==> config.mk <==
export PLATFORM = sky130hd
export DESIGN_NAME = uart_multibyte_tx
export DESIGN_NICKNAME = d
export VERILOG_FILES = /design/src/rtl/uart_multibyte_tx.sv
export SDC_FILE = /design/constraint.sdc
export NUM_CORES = 1
export LEC_CHECK = 0
export ABC_AREA = 1
export CAP_MARGIN = 20
export CORE_MARGIN = 1.5
export CORE_UTILIZATION = 49
export DETAILED_ROUTE_END_ITERATION = 10
export PLACE_DENSITY = 0.75
export SLEW_MARGIN = 20
export SYNTH_ARGS = -nofsm -noshare
export SYNTH_HDL_FRONTEND = slang
export SYNTH_SLANG_ARGS = --single-unit
==> constraint.sdc <==
create_clock -name clk -period 1.4 [get_ports clk]
set_input_delay 0.28 -clock clk [delete_from_list [all_inputs] [get_ports clk]]
set_output_delay 0.28 -clock clk [all_outputs]
set_load 0.01 [all_outputs]
==> src/rtl/uart_multibyte_tx.sv <==
// rtl/uart_multibyte_tx.sv - 8N1 UART transmitter sending a latched multi-byte buffer back-to-back
module uart_multibyte_tx #(
  parameter int DELAY_FRAMES  = 234,
  parameter int MEMORY_LENGTH = 2
) (
  input  logic                       clk,
  input  logic                       rst,
  input  logic [MEMORY_LENGTH*8-1:0] data,
  output logic                       uart_tx,
  input  logic                       dataReady,
  output logic                       busy,
  output logic                       done
);

  localparam int CNT_W = (DELAY_FRAMES > 1) ? $clog2(DELAY_FRAMES) : 1;
  localparam int IDX_W = (MEMORY_LENGTH > 1) ? $clog2(MEMORY_LENGTH) : 1;

  typedef enum logic [1:0] {IDLE, START, DATA, STOP} state_t;

  state_t                     state_q, state_d;
  logic [CNT_W-1:0]           cnt_q, cnt_d;
  logic [2:0]                 bit_q, bit_d;
  logic [IDX_W-1:0]           idx_q, idx_d;
  logic [MEMORY_LENGTH*8-1:0] buf_q, buf_d;
  logic                       tx_q, tx_d;
  logic                       busy_q, busy_d;
  logic                       done_q, done_d;
  logic [7:0]                 cur_byte;
  logic                       period_end;

  // Select the byte currently being serialised from the latched buffer
  always_comb begin
    cur_byte = '0;
    for (int k = 0; k < MEMORY_LENGTH; k++) begin
      if (idx_q == IDX_W'(k)) cur_byte = buf_q[k*8 +: 8];
    end
  end

  assign period_end = (cnt_q == CNT_W'(DELAY_FRAMES - 1));

  // Next-state logic; outputs are computed for the next state so they leave as flops
  always_comb begin
    state_d = state_q;
    cnt_d   = cnt_q;
    bit_d   = bit_q;
    idx_d   = idx_q;
    buf_d   = buf_q;
    tx_d    = tx_q;
    busy_d  = busy_q;
    done_d  = 1'b0;
    case (state_q)
      IDLE: begin
        tx_d   = 1'b1;
        busy_d = 1'b0;
        if (dataReady) begin
          buf_d   = data;
          idx_d   = '0;
          cnt_d   = '0;
          state_d = START;
          tx_d    = 1'b0;
          busy_d  = 1'b1;
        end
      end
      START: begin
        if (period_end) begin
          cnt_d   = '0;
          bit_d   = 3'd0;
          state_d = DATA;
          tx_d    = cur_byte[0];
        end else begin
          cnt_d = cnt_q + CNT_W'(1);
        end
      end
      DATA: begin
        if (period_end) begin
          cnt_d = '0;
          if (bit_q == 3'd7) begin
            state_d = STOP;
            tx_d    = 1'b1;
          end else begin
            bit_d = bit_q + 3'd1;
            tx_d  = cur_byte[bit_q + 3'd1];
          end
        end else begin
          cnt_d = cnt_q + CNT_W'(1);
        end
      end
      STOP: begin
        if (period_end) begin
          cnt_d = '0;
          if (idx_q != IDX_W'(MEMORY_LENGTH - 1)) begin
            // Next byte starts immediately, no idle gap between frames
            idx_d   = idx_q + IDX_W'(1);
            state_d = START;
            tx_d    = 1'b0;
          end else begin
            state_d = IDLE;
            tx_d    = 1'b1;
            busy_d  = 1'b0;
            done_d  = 1'b1;
          end
        end else begin
          cnt_d = cnt_q + CNT_W'(1);
        end
      end
      default: begin
        state_d = IDLE;
        tx_d    = 1'b1;
        busy_d  = 1'b0;
      end
    endcase
  end

  // State and output registers; reset abandons any frame in flight
  always_ff @(posedge clk or posedge rst) begin
    if (rst) begin
      state_q <= IDLE;
      cnt_q   <= '0;
      bit_q   <= 3'd0;
      idx_q   <= '0;
      buf_q   <= '0;
      tx_q    <= 1'b1;
      busy_q  <= 1'b0;
      done_q  <= 1'b0;
    end else begin
      state_q <= state_d;
      cnt_q   <= cnt_d;
      bit_q   <= bit_d;
      idx_q   <= idx_d;
      buf_q   <= buf_d;
      tx_q    <= tx_d;
      busy_q  <= busy_d;
      done_q  <= done_d;
    end
  end

  assign uart_tx = tx_q;
  assign busy    = busy_q;
  assign done    = done_q;

endmodule

# == After elaboration in Yosys (flattened, before gate mapping) ==
# Index checks and enable logic that the tools add are counted.
# classes
n_addsub,3
eq_ne,12
n_reduce_logical,10
order_cmp,1
n_mux,34
# ops
op,count
$mux W8,3
$mux W1,16
$pmux W8 S2,1
$ne A2 B2 Y1 const B,7
$mux W2,5
$mux W3,3
$reduce_and A3 Y1,3
$add A8 B1 Y8 const B,1
$eq A8 B8 Y1 const B,1
$pmux W2 S4,1
$pmux W3 S2,1
$reduce_and A5 Y1,1
$eq A2 B2 Y1 const B,2
$lt A3 B4 Y1 const B,1
$pmux W1 S2,2
$pmux W1 S4,1
$reduce_and A4 Y1,1
$reduce_bool A2 Y1,2
$add A3 B1 Y3 const B,1
$bmux W1 S3,1
$eq A3 B3 Y1 const B,1
$reduce_or A3 Y1,1
$eq A2 B1 Y1 const B,1
$logic_not A2 Y1,1
other kinds (2),2
# word_totals
ff_bits,33
out_inout_bits,3
elab_cells,68
inputBits,19

# == Logic depth before layout (Yosys ltp) ==
# Gate-level depths: netlist of run 1.
# logic_depth
word_depth,6
mapped_depth,11
depth_no_buf,11

# == Worst setup path after synthesis of run 1 ==
# OpenSTA, ideal clock, no wires.
# synth_timing
path_kind,flip-flop to flip-flop
startpoint,register state_q[0]
endpoint,register buf_q[0]
synth_period_minus_slack_ns,1.484
setup_time_ns,0.125
required_time_ns,1.275
n_path_buf,1
t_arrival_ns,1.359
path_stages_with_launch,6
setup_slack_ns,-0.084
path_cell_list,dfrtp_1 inv_1 ha_1 nand2_2 buf_2 mux2_2
# synth_between
elab_chain_len,2
# synth_rtl
item,line,rtl
start: declaration,20,"state_t state_q, state_d;"
start signal: assignment,126,state_q <= state_d;
$logic_not A2 Y1,51,case (state_q)
$reduce_and A2 Y1 (no line),--,
end signal: assignment,130,buf_q <= buf_d;
end: declaration,24,"logic [MEMORY_LENGTH*8-1:0] buf_q, buf_d;"
# No other way between the ends.
# A chain may end at the register's enable or synchronous reset.

# == Worst setup path after layout of run 1 ==
# layout_timing
startpoint,register cnt_q[1]
endpoint,register tx_q (netlist: uart_tx)
# layout_between
elab_chain_len,3
elab_cells_between_ends,5
classes_between,eq/ne: 4; reduce/logical: 1
# layout_rtl
item,line,rtl
start: declaration,21,"logic [CNT_W-1:0] cnt_q, cnt_d;"
start signal: assignment,127,cnt_q <= cnt_d;
$eq A8 B8 Y1 *,39,assign period_end = (cnt_q == CNT_W'(DELAY_FRAMES - 1));
$ne A2 B2 Y1 (no line),--,
$reduce_and A3 Y1 (no line) *,--,
end signal: assignment,131,tx_q <= tx_d;
end: declaration,25,"logic tx_q, tx_d;"
# Mark *: on every way between the ends. The rest lies on a longest branch, timed or not.

==> results.toml, run 1 <==
[yosys]
synth_compound_area_share_pct = 10.1
synthSimpleGateAreaFrac_pct = 20.2
synth_top_family_by_area = "simple AND/OR/NAND/NOR gates"
syn_area_um2 = 1760
ys_warn_count = 0
muxShareOfSynthArea_pct = 10.3
synthAdderAreaFrac_pct = 6.41
synth_flop_cell = "dfrtp_1"
yosysTopAreaCellShare_pct = 45.6
yosysTopAreaCell = "dfrtp_1"
synth_edf_count = 0
synth_commonest_cells = "38 x nand2_1, 32 x dfrtp_1, 18 x inv_1, 16 x mux2_2, 16 x nand3_1"
synthMostInstantiatedCell = "nand2_1"
yosysUniqueCellTypes = 27
async_flop_share_pct = 100
seq_area_frac_synth_pct = 47.1
syn_area_per_cell_um2 = 9.50
synth_seq_cells = 33
synthTopCellsByArea = "dfrtp_1 46%, mux2_2 10%, nand2_1 8.1%"
synth_xor_area_share_pct = 0.997
synthCells = 185
syn_nets = 213

[placed_design]
placed_cell_area_um2 = 2150
dp_hpwl_um = 2950
gp_congestion = 0.822
dp.cells = 265
io_buffer_count = 21

[status]
violations = "setup timing"
status = "finished with violations"

[cells_and_area]
multiInputGateArea_um2 = 1050
antenna_cells = 0
fillers = 199
area.sequential_um2 = 830
final_nets = 263
finalInstanceArea_um2 = 2550
layout-drive-gt1-share_pct = 44.1
synthToLayoutAreaGrowth_pct = 45.2
fin_cells = 282
fin_util_pct = 75.3

[floorplan]
start_util_pct = 51.8
die_h_um = 62.9
die_w_um = 62.9
pin_count = 22
core.rowCount = 21
dieArea_um2 = 3950
fp.coreArea_um2 = 3390

[critical_path]
crit_path_start_kind = "register"
cp_slowest_cell = "dfrtp_1"
max_stage_delay_ns = 0.42
cp_max_fo = 6
ff2ff_setup_slack_ns = -0.08
worstPathCellList = "inv_2 > ha_4 > nand2_4 > nor2_4 > nand2_4 > o31ai_4 > buf_4 > inv_2 > a21oi_2 > nand2_1 > nand2_1"
arrival_ns = 1.77
regToRegEndpoint = "uart_tx"
crit_required_ns = 1.69
path_class = "reg -> reg"
reg2reg_depth = 11
crit_path_end_kind = "register"
r2r_start = "cnt_q[1]"

[run]
cap_viol_max_count = 0

[routing]
wl_per_cell_um = 17.2
drt_iter0_drc = 127
first_pass_iters = 4
vias_per_cell = 5.46
vias = 1539
drc = 0
routed_wl_um = 4840
antenna_left = 0

[power_and_ir_drop]
peakVddDrop_mv = 0.515
total_power_uw = 1800
power.share.clock_pct = 41.6
power_frac_seq_pct = 53.2
p_comb_share_pct = 5.2
power.internal_uw = 1440
p_per_area_nw_per_um2 = 705
p_sw_uw = 361
switching_share_pct = 20.1
p_leak_uw = 0.00118

[hold_path]
hp-class = "in -> async"

[clocking]
cts_tree = "done"
root_buffer = "clkbuf_4"
clock_path_buffers = 2
cts_buffers = 5
clk_latency_ns = 0.33
numClockSinks = 33
clkSlewWorstSetupHoldPaths_ns = 0.11
htree_levels = 2

[timing]
min_period_ns = 1.48
final.period_utilization_pct = 106
hold_viol_final = 0
setup_viol = 23
worstMarginPinSlew_ns = 0.280
timing.fmax_mhz = 676
rsz0062_at_grt = "yes"
whs_ns = 0.285
fin_ws_ns = -0.0786
fin_skew_ns = 0.0111
relSlewSlack_pct = 81.3
drv_slew = 0

[grt]
grt_pass1_vias = 1513
track_usage_pct = 22.6
antenna_found_initial = 0
grt_max_degree = 34
grt_pass1_wl_um = 6920
grt_overflow = 0
power groups by stage:
stage	Clock [µW]	Combinational, µW	Sequential [µW]
2_1_floorplan	0	23.6	974
3_3_place_gp	0	86.7	975
3_5_place_dp	0	89.9	975
4_1_cts	763	91.5	957
5_1_grt	808	101	958
6_report	748	92.8	957
kinds of logic after synthesis:
| kind of cell | count (synthesis) |
|---|---|
| AO/OA/AOI/OAI | 30 |
| XOR/XNOR | 2 |
| adder cells (fa/ha/maj) | 9 |
| buffers and inverters | 22 |
| flip-flops | 33 |
| multiplexers | 16 |
| AND/OR/NAND/NOR | 73 |
what timing repair did:
item,CTS,global route
hold buffers,0,0
endpoints found under the setup margin,34,32
pin swaps,6,14
resized for setup,24,48
setup buffers,4,4
gates cloned,0,1
flip-flops by register name (all words and copies together) (netlist names):
signal / flops
buf_q: 16
state_q: 2
uart_tx: 1
done: 1
bit_q: 3
busy: 1
cnt_q: 8
idx_q: 1
worst max-delay path, delay by kind of cell, from the launching register on:
| family | cells | cell delay (ns) |
|---|---|---|
| AOI/OAI and AO/OA | 2 | 0.18 |
| DFF | 1 | 0.42 |
| adders and majority gates | 1 | 0.14 |
| and+or+nand+nor | 5 | 0.37 |
| buffers and inverters | 3 | 0.31 |
metrics by stage:
step,setup WS [ns],setup TNS (ns)
after floorplan,0.00450,0
after global placement,-0.0207,-0.303
after detailed placement,-0.0894,-1.50
after CTS,-0.0501,-0.0988
after global routing,-0.148,-1.97
final,-0.0786,-0.926
per-layer routing:
layer | global-route usage, % | routed length, µm | up-vias
met4 | 6.94 | 99 | 0
met5 | 0 | 0 | -
met1 | 28.9 | 2020 | 771
li1 | - | - | 720
met3 | 6.67 | 213 | 10
met2 | 37.0 | 2500 | 38
final cells by class:
class / instances / share of cell area (%)
Multi-Input combinational cell: 130 / 41.3
Sequential cell: 33 / 32.5
Timing Repair Buffer: 45 / 17.1
Inverter: 20 / 3.48
Tap cell: 46 / 2.26
Clock buffer: 7 / 2.16
Clock inverter: 1 / 1.18
how the worst max path moves through the flow:
stage                from    endpoint  depth (start not counted)
2_1_floorplan  state_q[0]    buf_q[0]                          5
3_3_place_gp    dataReady  state_q[0]                          7
3_5_place_dp    dataReady    cnt_q[3]                          6
4_1_cts        state_q[0]  state_q[0]                          6
5_1_grt        state_q[0]     uart_tx                          7
6_report         cnt_q[1]     uart_tx                         11
cell usage in the layout (no fill, tap or decap), drive strengths merged:
master	synthesis	layout
nand4	1	1
buf	2	24
o22ai	4	4
xor2	1	1
nand3	17	17
mux2	16	16
clkbuf	0	8
nand2	44	44
dfstp	1	1
xnor2	1	1
o31ai	3	3
inv	20	19
ha	9	9
a21oi	10	10
dlygate4sd2	0	2
a31oi	1	1
o21ai	12	12
clkinvlp	0	1
bufinv	0	1
clkdlybuf4s50	0	18
nor3b	1	1
dfrtp	32	32
nor2	10	10
(Power assumes the default switching activity.)
==> run 2, diff against run 1 <==
CORE_UTILIZATION = 40   (was 49)
PLACE_DENSITY = 0.63   (was 0.75)
==> run 2 against run 1 <==
  * The run still ends with setup timing left
  * Non-clock buffer count fell by 4
  * Worst setup slack gained 0.034 ns
  * Die area increased by 21%
  * Register-to-register slack improved by 0.03 ns
  * Global-route usage shrank 6.6 points
  * Utilization is 17 points lower
  * Total power increased by 10%
  * Fmax rose by 2.4%
  * Clock power up 25%
  * Clock skew decreased by 0.0043 ns
  * First-iteration DRC count up 2.4%
  * Critical path type unchanged
  * Critical endpoint is now state_q[0]
==> results.toml, run 2 (synthesized netlist as in run 1, its figures left out) <==
[status]
status = "finished with violations"
violations = "setup timing"

[timing]
min_period_ns = 1.44
hold_viol_final = 0
whs_ns = 0.322
drv_slew = 0
worstMarginPinSlew_ns = 0.246
setup_viol = 3
timing.fmax_mhz = 692
final.period_utilization_pct = 103
fin_skew_ns = 0.00675
relSlewSlack_pct = 83.6
rsz0062_at_grt = "yes"
fin_ws_ns = -0.0444

[critical_path]
ff2ff_setup_slack_ns = -0.04
reg2reg_depth = 6
cp_max_fo = 4
arrival_ns = 1.61
crit_path_end_kind = "register"
crit_path_start_kind = "register"
crit_required_ns = 1.57
regToRegEndpoint = "state_q[0]"
r2r_start = "state_q[0]"
path_class = "reg -> reg"

[hold_path]
hp-class = "in -> async"

[floorplan]
start_util_pct = 42.7
die_h_um = 69.3
core.rowCount = 23
fp.coreArea_um2 = 4120
dieArea_um2 = 4800
die_w_um = 69.3
pin_count = 22

[power_and_ir_drop]
p_comb_share_pct = 4.4
p_leak_uw = 0.00110
switching_share_pct = 19.7
p_per_area_nw_per_um2 = 831
power.share.clock_pct = 47.2
power_frac_seq_pct = 48.4
peakVddDrop_mv = 0.541
power.internal_uw = 1590
p_sw_uw = 390

[cells_and_area]
synthToLayoutAreaGrowth_pct = 35.5
final_common_cell = "nand2_1"
reg.largest.list = "buf_q x16, cnt_q x8, bit_q x3"
largest_register = "buf_q"
fin_util_pct = 57.8
largest_reg_flops = 16
antenna_cells = 0
final_nets = 259
layout-drive-gt1-share_pct = 33.2
mostFrequentLayoutCells = "36 x nand2_1, 30 x dfrtp_1, 18 x clkdlybuf4s50_1"

[grt]
grt_overflow = 0
antenna_found_initial = 0
grt_pass1_wl_um = 6180
grt_pass1_vias = 1353
track_usage_pct = 16.1
grt_max_degree = 34

[routing]
first_pass_iters = 5
wl_per_cell_um = 12.6
vias = 1392
vias_per_cell = 4.94
drt_iter0_drc = 130
antenna_left = 0
drc = 0
routed_wl_um = 3560

[clocking]
numClockSinks = 33
htree_levels = 2
clkSlewWorstSetupHoldPaths_ns = 0.07
cts_buffers = 5
cts_tree = "done"
root_buffer = "clkbuf_8"
clock_path_buffers = 2
clk_latency_ns = 0.29

[run]
cap_viol_max_count = 0

[placed_design]
dp_hpwl_um = 2560
gp_congestion = 0.855
io_buffer_count = 21
run 2: cell types whose count changed in the layout (fill, tap and decap cells not counted), sizes merged:
| cell | before | now |
|---|---|---|
| buf | 24 | 20 |
| clkbuf | 8 | 7 |
| dlygate4sd2 | 2 | 3 |
run 2: timing repair:
action / 4_1_cts / 5_1_grt
pin swaps: 4 / 8
gates resized for setup: 12 / 14
hold buffers: 0 / 0
endpoints found under the setup margin: 25 / 32
buffers inserted: 1 / 2
run 2: routing by layer:
layer / share of wire (%) / wire length, µm / up-vias / GRT usage [%]
li1: - / - / 715 / -
met2: 47 / 1670 / 21 / 25.1
met3: 3.5 / 125 / 5 / 4.07
met5: 0 / 0 / - / 0
met1: 48 / 1710 / 651 / 21.2
met4: 1.2 / 44 / 0 / 6.75
run 2: critical path: stages (launching register included):
cell and delay (ns):
dfrtp_2 0.44, buf_6 0.13, ha_4 0.15, o31ai_4 0.27, nand3_4 0.13, o21ai_2 0.13, o21ai_1 0.07
run 2: metrics by stage:
step                      std cells  cell area [µm²]  power [µW]  TNS, ns  worst slack (ns)
after floorplan                 185             1770         997        0           0.00450
after global placement          271             2170        1060    -1.23           -0.0760
after detailed placement        271             2170        1060    -1.28           -0.0842
after CTS                       280             2330        2010   -0.116           -0.0342
after global routing            282             2380        2070   -0.932            -0.132
final                           282             2380        1980  -0.0879           -0.0444
run 2: how the worst max path moves through the flow:
| stage | start | endpoint | slack, ns | cells after the start |
|---|---|---|---|---|
| finish | state_q[0] | state_q[0] | -0.04 | 6 |
| global route | state_q[0] | state_q[0] | -0.13 | 6 |
| CTS | state_q[0] | busy | -0.03 | 8 |
| detailed placement | dataReady | buf_q[14] | -0.08 | 4 |
| global placement | dataReady | buf_q[5] | -0.08 | 4 |
| floorplan | state_q[0] | buf_q[0] | 0.005 | 5 |
run 2: power groups by stage:
| stage | sequential, µW | combinational (µW) | clock [µW] |
|---|---|---|---|
| after floorplan | 974 | 23.6 | 0 |
| after global placement | 974 | 89.5 | 0 |
| after detailed placement | 974 | 89.1 | 0 |
| after CTS | 956 | 89.3 | 960 |
| after global routing | 956 | 97.1 | 1020 |
| final | 957 | 87.1 | 934 |
run 2: layout make-up:
| class | count | area [µm²] |
|---|---|---|
| Inverter | 20 | 78.8 |
| Fill cell | 349 | 1740 |
| Timing Repair Buffer | 41 | 385 |
| Sequential cell | 33 | 830 |
| Clock inverter | 1 | 30.0 |
| Multi-Input combinational cell | 130 | 907 |
| Tap cell | 50 | 62.6 |
| Clock buffer | 7 | 86.3 |
==> run 3, diff against run 2 <==
CORE_MARGIN = 2   (was 1.5)
==> run 3 against run 2 <==
  * The flow still finishes with violations (setup timing)
  * Clock skew increased by 0.0030 ns
  * Cell count increased by 2.5%
  * Clock power about the same
  * Register-to-register slack is essentially flat
  * Sequential power about the same
  * Non-clock buffer count increased by 5
  * Largest cell class unchanged
  * Hold slack worse by 0.013 ns
  * Total power is 0.33% higher
  * Critical endpoint is now buf_q[7]
  * Sequential share of layout area shrank 3.8 points
  * Largest power group unchanged
  * Die area increased by 2.9%
  * Fmax up 0.89%
  * Wire length rose by 18%
==> results.toml, run 3 (synthesized netlist as in run 1, its figures left out) <==
[timing]
rsz0062_at_grt = "yes"
fin_skew_ns = 0.00980
fin_ws_ns = -0.0317
final.period_utilization_pct = 102
whs_ns = 0.309
worstMarginPinSlew_ns = 0.286
hold_viol_final = 0
drv_slew = 0
relSlewSlack_pct = 80.9
timing.fmax_mhz = 698
setup_viol = 12
setup-tns-final_ns = -0.253
min_period_ns = 1.43

[clocking]
cts_tree = "done"
clk_latency_ns = 0.29
root_buffer = "clkbuf_8"
clock_path_buffers = 2
numClockSinks = 33
cts_buffers = 5
clkSlewWorstSetupHoldPaths_ns = 0.07
htree_levels = 2

[critical_path]
arrival_ns = 1.60
ff2ff_setup_slack_ns = -0.03
cp_max_fo = 8
r2r_start = "state_q[0]"
path_class = "reg -> reg"
crit_path_end_kind = "register"
crit_required_ns = 1.57
reg2reg_depth = 5
crit_path_start_kind = "register"
regToRegEndpoint = "buf_q[7]"

[floorplan]
fp.coreArea_um2 = 4290
start_util_pct = 40.9
dieArea_um2 = 4940
die_h_um = 70.3
die_w_um = 70.3
core.rowCount = 24
pin_count = 22

[power_and_ir_drop]
p_leak_uw = 0.00126
peakVddDrop_mv = 0.666
p_per_area_nw_per_um2 = 742
total_power_uw = 1980

[grt]
track_usage_pct = 15.4
grt_overflow = 0
grt_pass1_wl_um = 5940
grt_pass1_vias = 1337
antenna_found_initial = 0
grt_max_degree = 19

[status]
violations = "setup timing"
status = "finished with violations"

[cells_and_area]
largest_register = "buf_q"
mostFrequentLayoutCells = "29 x nand2_1, 29 x dfrtp_1, 19 x buf_4"
largest_reg_flops = 16
final_nets = 264
synthToLayoutAreaGrowth_pct = 52.3
reg.largest.list = "buf_q x16, cnt_q x8, bit_q x3"
antenna_cells = 0
layout-drive-gt1-share_pct = 47.3
area.sequential_um2 = 831
multiInputGateArea_um2 = 1120
fillers = 331

[routing]
first_pass_iters = 4
vias = 1468
vias_per_cell = 5.08
routed_wl_um = 4200
antenna_left = 0
drc = 0
met2_length_um = 2110
wl_met3_um = 112
wirelength_met1_um = 1930
drt_iter0_drc = 89
wl_per_cell_um = 14.5
top_layer = "met4"

[placed_design]
io_buffer_count = 21
gp_congestion = 0.844
dp_hpwl_um = 2610

[run]
cap_viol_max_count = 0

[hold_path]
hp-class = "in -> async"
[run 3: worst max-delay path by stage]
| stage | cells after the start | from | end |
|---|---|---|---|
| after floorplan | 5 | state_q[0] | buf_q[0] |
| after global placement | 4 | dataReady | buf_q[10] |
| after detailed placement | 4 | dataReady | buf_q[5] |
| after CTS | 6 | state_q[0] | state_q[0] |
| after global routing | 5 | state_q[0] | state_q[0] |
| final | 5 | state_q[0] | buf_q[7] |
[run 3: cell type report]
type | count | share of cell area (%)
tap | 52 | 2.43
sequential | 33 | 31.1
multi-input combinational | 130 | 41.9
timing repair buffer | 46 | 16.9
clock buffer | 7 | 3.23
inverter | 20 | 3.37
clock inverter | 1 | 1.12
[run 3: routing by layer]
layer | global-route usage [%] | vias up
met5 | 0 | -
met4 | 7.05 | 0
met3 | 3.32 | 6
met2 | 23.5 | 21
met1 | 20.8 | 718
li1 | - | 723
[run 3: stage by stage]
| step | utilization, % | area [µm²] | std cells | worst slack, ns |
|---|---|---|---|---|
| global placement | 50.5 | 2170 | 274 | -0.0776 |
| detailed placement | 50.5 | 2170 | 274 | -0.116 |
| finish | 62.3 | 2680 | 289 | -0.0317 |
| floorplan | - | 1770 | 185 | 0.00450 |
| global route | 62.3 | 2680 | 289 | -0.127 |
| CTS | 53.5 | 2300 | 283 | -0.0262 |
[run 3: power by group]
part	switching [µW]	internal, µW	total [µW]
registers	2.22	955	957
clock network	353	580	933
logic	37.9	56.3	94.2
total	393	1590	1980
[run 3: timing repair]
item | in CTS | in global routing
setup buffers | 1 | 4
resized for setup | 6 | 82
cloned | 0 | 2
hold buffers | 0 | 0
setup endpoints to repair | 25 | 31
pin swaps | 1 | 20
[run 3: worst max-delay path, stage by stage (launching register included)]
cell	delay [ns]
dfrtp_2	0.47
inv_4	0.11
ha_4	0.16
nand2_4	0.08
clkbuf_16	0.19
mux2_4	0.29
